File: config.mk
export PLATFORM = sky130hd
export DESIGN_NAME = truth_table_sweep
export DESIGN_NICKNAME = d
export VERILOG_FILES = /design/src/rtl/truth_table_sweep_pkg.sv /design/src/rtl/truth_table_sweep_settle_timer.sv /design/src/rtl/truth_table_sweep.sv
export SDC_FILE = /design/constraint.sdc
export NUM_CORES = 1
export LEC_CHECK = 0
export CAP_MARGIN = 20
export CORE_ASPECT_RATIO = 1.5
export CORE_UTILIZATION = 40
export DETAILED_ROUTE_END_ITERATION = 7
export PLACE_DENSITY_LB_ADDON = 0.25
export SYNTH_ARGS = -nofsm -noshare
export SYNTH_HDL_FRONTEND = slang
export SYNTH_SLANG_ARGS = --single-unit
File: constraint.sdc
create_clock -name clk -period 1.8 [get_ports clk]
set_input_delay 0.36 -clock clk [delete_from_list [all_inputs] [get_ports clk]]
set_output_delay 0.36 -clock clk [all_outputs]
set_load 0.05 [all_outputs]
File: src/rtl/truth_table_sweep_pkg.sv
// Shared types and constants for the truth-table sweep exerciser.
// Holds the FSM state enum, sweep geometry, settle limits and diff helpers.
package truth_table_sweep_pkg;

    localparam int MINTERMS   = 8;
    localparam int IDX_W      = 3;
    localparam int CNT_W      = 4;
    localparam int SETTLE_MIN = 1;
    localparam int SETTLE_MAX = 15;

    localparam logic [IDX_W-1:0] IDX_LAST = IDX_W'(MINTERMS - 1);

    typedef enum logic [1:0] {
        ST_IDLE   = 2'd0,
        ST_SETTLE = 2'd1,
        ST_SAMPLE = 2'd2,
        ST_DONE   = 2'd3
    } state_t;

    function automatic logic [3:0] ones8(input logic [MINTERMS-1:0] v);
        logic [3:0] n;
        n = '0;
        for (int i = 0; i < MINTERMS; i++) begin
            n = n + {3'b000, v[i]};
        end
        return n;
    endfunction

    // Lowest set bit index; 0 when no bit is set.
    function automatic logic [IDX_W-1:0] lowest_set(input logic [MINTERMS-1:0] v);
        logic [IDX_W-1:0] r;
        r = '0;
        for (int i = MINTERMS - 1; i >= 0; i--) begin
            if (v[i]) r = IDX_W'(i);
        end
        return r;
    endfunction

endpackage

File: src/rtl/truth_table_sweep_settle_timer.sv
// Loadable down-counter timing how long each minterm is held before sampling.
// Ports: clk, rst (async high), i_load/i_value (load), i_dec (count down), o_zero (count is 0).
module truth_table_sweep_settle_timer
    import truth_table_sweep_pkg::*;
(
    input  logic             clk,
    input  logic             rst,
    input  logic             i_load,
    input  logic [CNT_W-1:0] i_value,
    input  logic             i_dec,
    output logic             o_zero
);

    logic [CNT_W-1:0] r_cnt;

    always_ff @(posedge clk or posedge rst) begin
        if (rst) begin
            r_cnt <= '0;
        end else if (i_load) begin
            r_cnt <= i_value;
        end else if (i_dec && (r_cnt != '0)) begin
            r_cnt <= r_cnt - 1'b1;
        end
    end

    assign o_zero = (r_cnt == '0);

endmodule

File: src/rtl/truth_table_sweep.sv
// Sweeps minterms 000..111 into a 3-input function, samples f_in per minterm after
// SETTLE cycles, and checks the captured 8-bit truth table against 'expected'.
// Ports: clk, rst (async high), start, expected[7:0], f_in -> a/b/c_out, busy,
// done (pulse), table_out[7:0], pass. Optional macro TRUTH_TABLE_MISMATCH_EN adds
// first_fail[2:0] and fail_count[3:0].
module truth_table_sweep
    import truth_table_sweep_pkg::*;
#(
    parameter int SETTLE = 1
)
(
    input  logic                clk,
    input  logic                rst,
    input  logic                start,
    input  logic [MINTERMS-1:0] expected,
    input  logic                f_in,
    output logic                a_out,
    output logic                b_out,
    output logic                c_out,
    output logic                busy,
    output logic                done,
    output logic [MINTERMS-1:0] table_out,
    output logic                pass
`ifdef TRUTH_TABLE_MISMATCH_EN
    ,
    output logic [IDX_W-1:0]    first_fail,
    output logic [3:0]          fail_count
`endif
);

    if (SETTLE < SETTLE_MIN || SETTLE > SETTLE_MAX) begin : g_bad_settle
        $error("SETTLE out of range 1..15");
    end

    localparam logic [CNT_W-1:0] LOAD_VAL = CNT_W'(SETTLE - 1);

    state_t              r_state;
    state_t              w_state_next;
    logic [IDX_W-1:0]    r_idx;
    logic [IDX_W-1:0]    w_idx_next;
    logic [2:0]          r_abc;
    logic [MINTERMS-1:0] r_table;
    logic [MINTERMS-1:0] w_table_next;
    logic                r_pass;
    logic                w_load;
    logic                w_dec;
    logic                w_zero;
    logic                w_start_ok;
    logic                w_match;
    logic                w_drive;

    truth_table_sweep_settle_timer u_settle_timer (
        .clk     (clk),
        .rst     (rst),
        .i_load  (w_load),
        .i_value (LOAD_VAL),
        .i_dec   (w_dec),
        .o_zero  (w_zero)
    );

    assign w_start_ok = (r_state == ST_IDLE) && start;
    assign w_match    = (r_table == expected);

    always_comb begin
        w_state_next = r_state;
        w_idx_next   = r_idx;
        w_table_next = r_table;
        w_load       = 1'b0;
        w_dec        = 1'b0;
        unique case (r_state)
            ST_IDLE: begin
                if (start) begin
                    w_state_next = ST_SETTLE;
                    w_idx_next   = '0;
                    w_table_next = '0;
                    w_load       = 1'b1;
                end
            end
            ST_SETTLE: begin
                if (w_zero) begin
                    w_state_next = ST_SAMPLE;
                end else begin
                    w_dec = 1'b1;
                end
            end
            ST_SAMPLE: begin
                w_table_next[r_idx] = f_in;
                if (r_idx == IDX_LAST) begin
                    w_state_next = ST_DONE;
                end else begin
                    w_idx_next   = r_idx + 1'b1;
                    w_load       = 1'b1;
                    w_state_next = ST_SETTLE;
                end
            end
            ST_DONE: begin
                w_state_next = ST_IDLE;
            end
            default: begin
                w_state_next = ST_IDLE;
            end
        endcase
    end

    // Drive the minterm only while the next state is part of the sweep,
    // so a/b/c are already 0 in the DONE cycle.
    assign w_drive = (w_state_next == ST_SETTLE) || (w_state_next == ST_SAMPLE);

    always_ff @(posedge clk or posedge rst) begin
        if (rst) begin
            r_state <= ST_IDLE;
            r_idx   <= '0;
            r_abc   <= '0;
            r_table <= '0;
            r_pass  <= 1'b0;
        end else begin
            r_state <= w_state_next;
            r_idx   <= w_idx_next;
            r_table <= w_table_next;
            r_abc   <= w_drive ? w_idx_next : 3'b000;
            if (w_start_ok) begin
                r_pass <= 1'b0;
            end else if (r_state == ST_DONE) begin
                r_pass <= w_match;
            end
        end
    end

    assign {a_out, b_out, c_out} = r_abc;
    assign busy      = (r_state == ST_SETTLE) || (r_state == ST_SAMPLE);
    assign done      = (r_state == ST_DONE);
    assign table_out = r_table;
    // In DONE the verdict is presented combinationally so it is valid with
    // the done pulse; it is then held in r_pass until the next start.
    assign pass      = (r_state == ST_DONE) ? w_match : r_pass;

`ifdef TRUTH_TABLE_MISMATCH_EN
    logic [IDX_W-1:0]    r_first_fail;
    logic [3:0]          r_fail_count;
    logic [MINTERMS-1:0] w_diff;

    assign w_diff = r_table ^ expected;

    always_ff @(posedge clk or posedge rst) begin
        if (rst) begin
            r_first_fail <= '0;
            r_fail_count <= '0;
        end else if (w_start_ok) begin
            r_first_fail <= '0;
            r_fail_count <= '0;
        end else if (r_state == ST_DONE) begin
            r_first_fail <= lowest_set(w_diff);
            r_fail_count <= ones8(w_diff);
        end
    end

    assign first_fail = (r_state == ST_DONE) ? lowest_set(w_diff) : r_first_fail;
    assign fail_count = (r_state == ST_DONE) ? ones8(w_diff) : r_fail_count;
`endif

endmodule

==> metrics <==
via count 1136; Skew-Pair Late Insertion Delay 0.26 ns; Max FO, Critical Path 2; maxcap violations 0; status complete, but fails checks; worst-margin pin slew 0.383 ns; Fin Clk Skew 0.00252 ns; Area Growth Syn to Fin 38.1%; die height 71.4 um; CP startpoint table_out[2]$_DFFE_PP0P_; Routed Antenna Nets 0; WL per Instance 14.3 um; most common flop cell mapped by yosys dfrtp_1; final period utilization 103%; Fmax 0.539 GHz; fin nets 195; Min Clock Period, post-route 1.85 ns; cell chosen for the clock root clkbuf_8; mapped cell area 0.00128 mm^2; EDFF count, synth 0; Net Count, Synth 154; Hold Worst Slack 0.422 ns; Slowest cell on crit path dfrtp_2; Clock Tree Buf Depth 2; TritonCTS clock tree yes; Clock transition at path regs 0.08 ns; final wirelength 3060 um; average size of a mapped cell 9.50 um^2; CP arrival 1.49 ns; Fillers 261; final hold vios 0; CTS Sinks 21; CP Capture Type primary output; most frequent cells in the layout buf_4, dfrtp_1, nand2_1, nor2_1, o21ai_0; Die X 48.2 um; CP startpoint kind flip-flop; Crit Reg-Reg Startpoint r_state[0]$_DFF_PP0_; Critical Path, Cell by Cell xnor2_2, nand3_1, nor3_2, a41o_2, buf_12; Mapped Cells 135; Placement Setup Slack -0.305 ns; CTS Buf Count 3; placed instance count 205; failing checks setup timing; DRC Markers 0; synth warn 0; PortBufs 25; DR pass1 iterations 4; # rows 24; WP depth 5; Yosys reg bits 21; hold buffers post-CTS 0; CTS H-tree depth 1; Worst Path Class, Setup reg2out; RSZ-0062 raised after global routing yes; GPL Wtd Cong 0.863; core box area 0.00297 mm^2; Synth cell types 40; CP Data Required Time 1.44 ns; non-filler cells, final 214; initial antenna violation count 0; GRT Total Usage 19.6%; R2R setup slack 0.13 ns; Leakage 0.856 nW; Async SR Flop Fraction 100%; Slew HR 74.2%; first-pass GRT wire length 4800 um; Finish-stage setup viols 1; Max VDD drop 0.000847 V; register area 529 um^2; r2r endpoint r_abc[0]$_DFF_PP0_; vias in the first global route 1146; Ant. Diodes 0; grt total ovfl 0; share of cells above drive strength 1 30.9%; Hold Path Class in2async; commonest non-fill, non-tap cell in the layout buf_4; worst path bufs/invs 1; Pwr per Cell Area 1310 mW/mm^2; Initial Util 43.1%; Final Util 59.6%; pin count of the biggest net entering global routing 22; Die Area 0.00344 mm^2; worst setup margin -0.0546 ns; hpwl dp 2280 um; DR iter-0 viols 13; slowest stage delay, CP 0.43 ns; CP top delay family flip-flops; register area share after synthesis 41.0%; vias per cell 5.31; I/O Pins 26; Multi-input gate area 753 um^2; reg2reg path depth 6; Pins Over Slew Limit 0
==> layout make-up <==
| class | count | share of cell area [%] |
|---|---|---|
| Multi-Input combinational cell | 101 | 42.5 |
| Clock inverter | 1 | 0.282 |
| Inverter | 9 | 1.91 |
| Timing Repair Buffer | 40 | 20.3 |
| Clock buffer | 3 | 2.33 |
| Sequential cell | 21 | 29.9 |
| Tap cell | 39 | 2.75 |
==> worst min-delay path, cell delays in order <==
cell	delay [ns]
clkdlybuf4s50_1	0.39
inv_1	0.05
buf_4	0.27
==> stage by stage <==
step	setup TNS, ns	power, W	cell area, um^2
3_3_place_gp	-0.357	0.00190	1630
2_1_floorplan	0	0.00151	1290
5_1_grt	-0.115	0.00247	1770
3_5_place_dp	-0.407	0.00192	1630
6_report	-0.0546	0.00233	1770
4_1_cts	-0.0343	0.00230	1750
==> cell families after synthesis <==
logic type / Yosys count / share of synthesized area, %
flip-flops: 21 / 41.0
adder cells (fa/ha/maj): 7 / 6.83
multiplexers: 2 / 1.56
XOR/XNOR: 12 / 8.20
AND/OR/NAND/NOR: 42 / 17.6
AO/OA/AOI/OAI: 38 / 19.7
buffers and inverters: 13 / 5.17
==> cell usage after synthesis, drive strengths merged (3+ instances only) <==
cell | count | area share (%)
nor2 | 9 | 2.6
and2b | 3 | 2.0
o21a | 3 | 1.8
nor3 | 3 | 1.2
o22ai | 3 | 1.5
a2bb2oi | 3 | 2.0
ha | 7 | 6.8
nand2 | 10 | 2.9
buf | 4 | 2.5
nand3 | 4 | 1.6
xor2 | 6 | 4.1
nor2b | 4 | 2.0
o21ai | 12 | 5.0
dfrtp | 21 | 41
a21oi | 7 | 2.7
inv | 9 | 2.6
xnor2 | 6 | 4.1
==> power by group <==
group	switching (W)	internal, W
logic	0.000785	0.000580
registers	0.0000911	0.000559
clock network	0.000159	0.000154
==> registers in the layout, summed over array words and instances (netlist names) <==
signal	flops
table_out	8
u_settle_timer.r_cnt	4
r_abc	3
r_idx	3
r_state	2
r_pass	1
==> worst max-delay path by stage <==
stage | to
global placement | pass
floorplan | pass
finish | pass
CTS | pass
detailed placement | pass
global route | pass
==> layer usage <==
layer	global-route usage, %	wire, um	vias to the layer above
met5	0	0	-
met2	35.4	1710	29
li1	-	-	560
met3	3.27	126	8
met4	9.88	83	0
met1	19.7	1140	539
==> timing repair <==
action                                  4_1_cts  5_1_grt
pin swaps                                     8        1
buffers inserted                              5        0
endpoints found under the setup margin        1        7
gates resized for setup                      12        6
hold endpoints to repair                      0        0
Power figures use the tool's default switching activity.
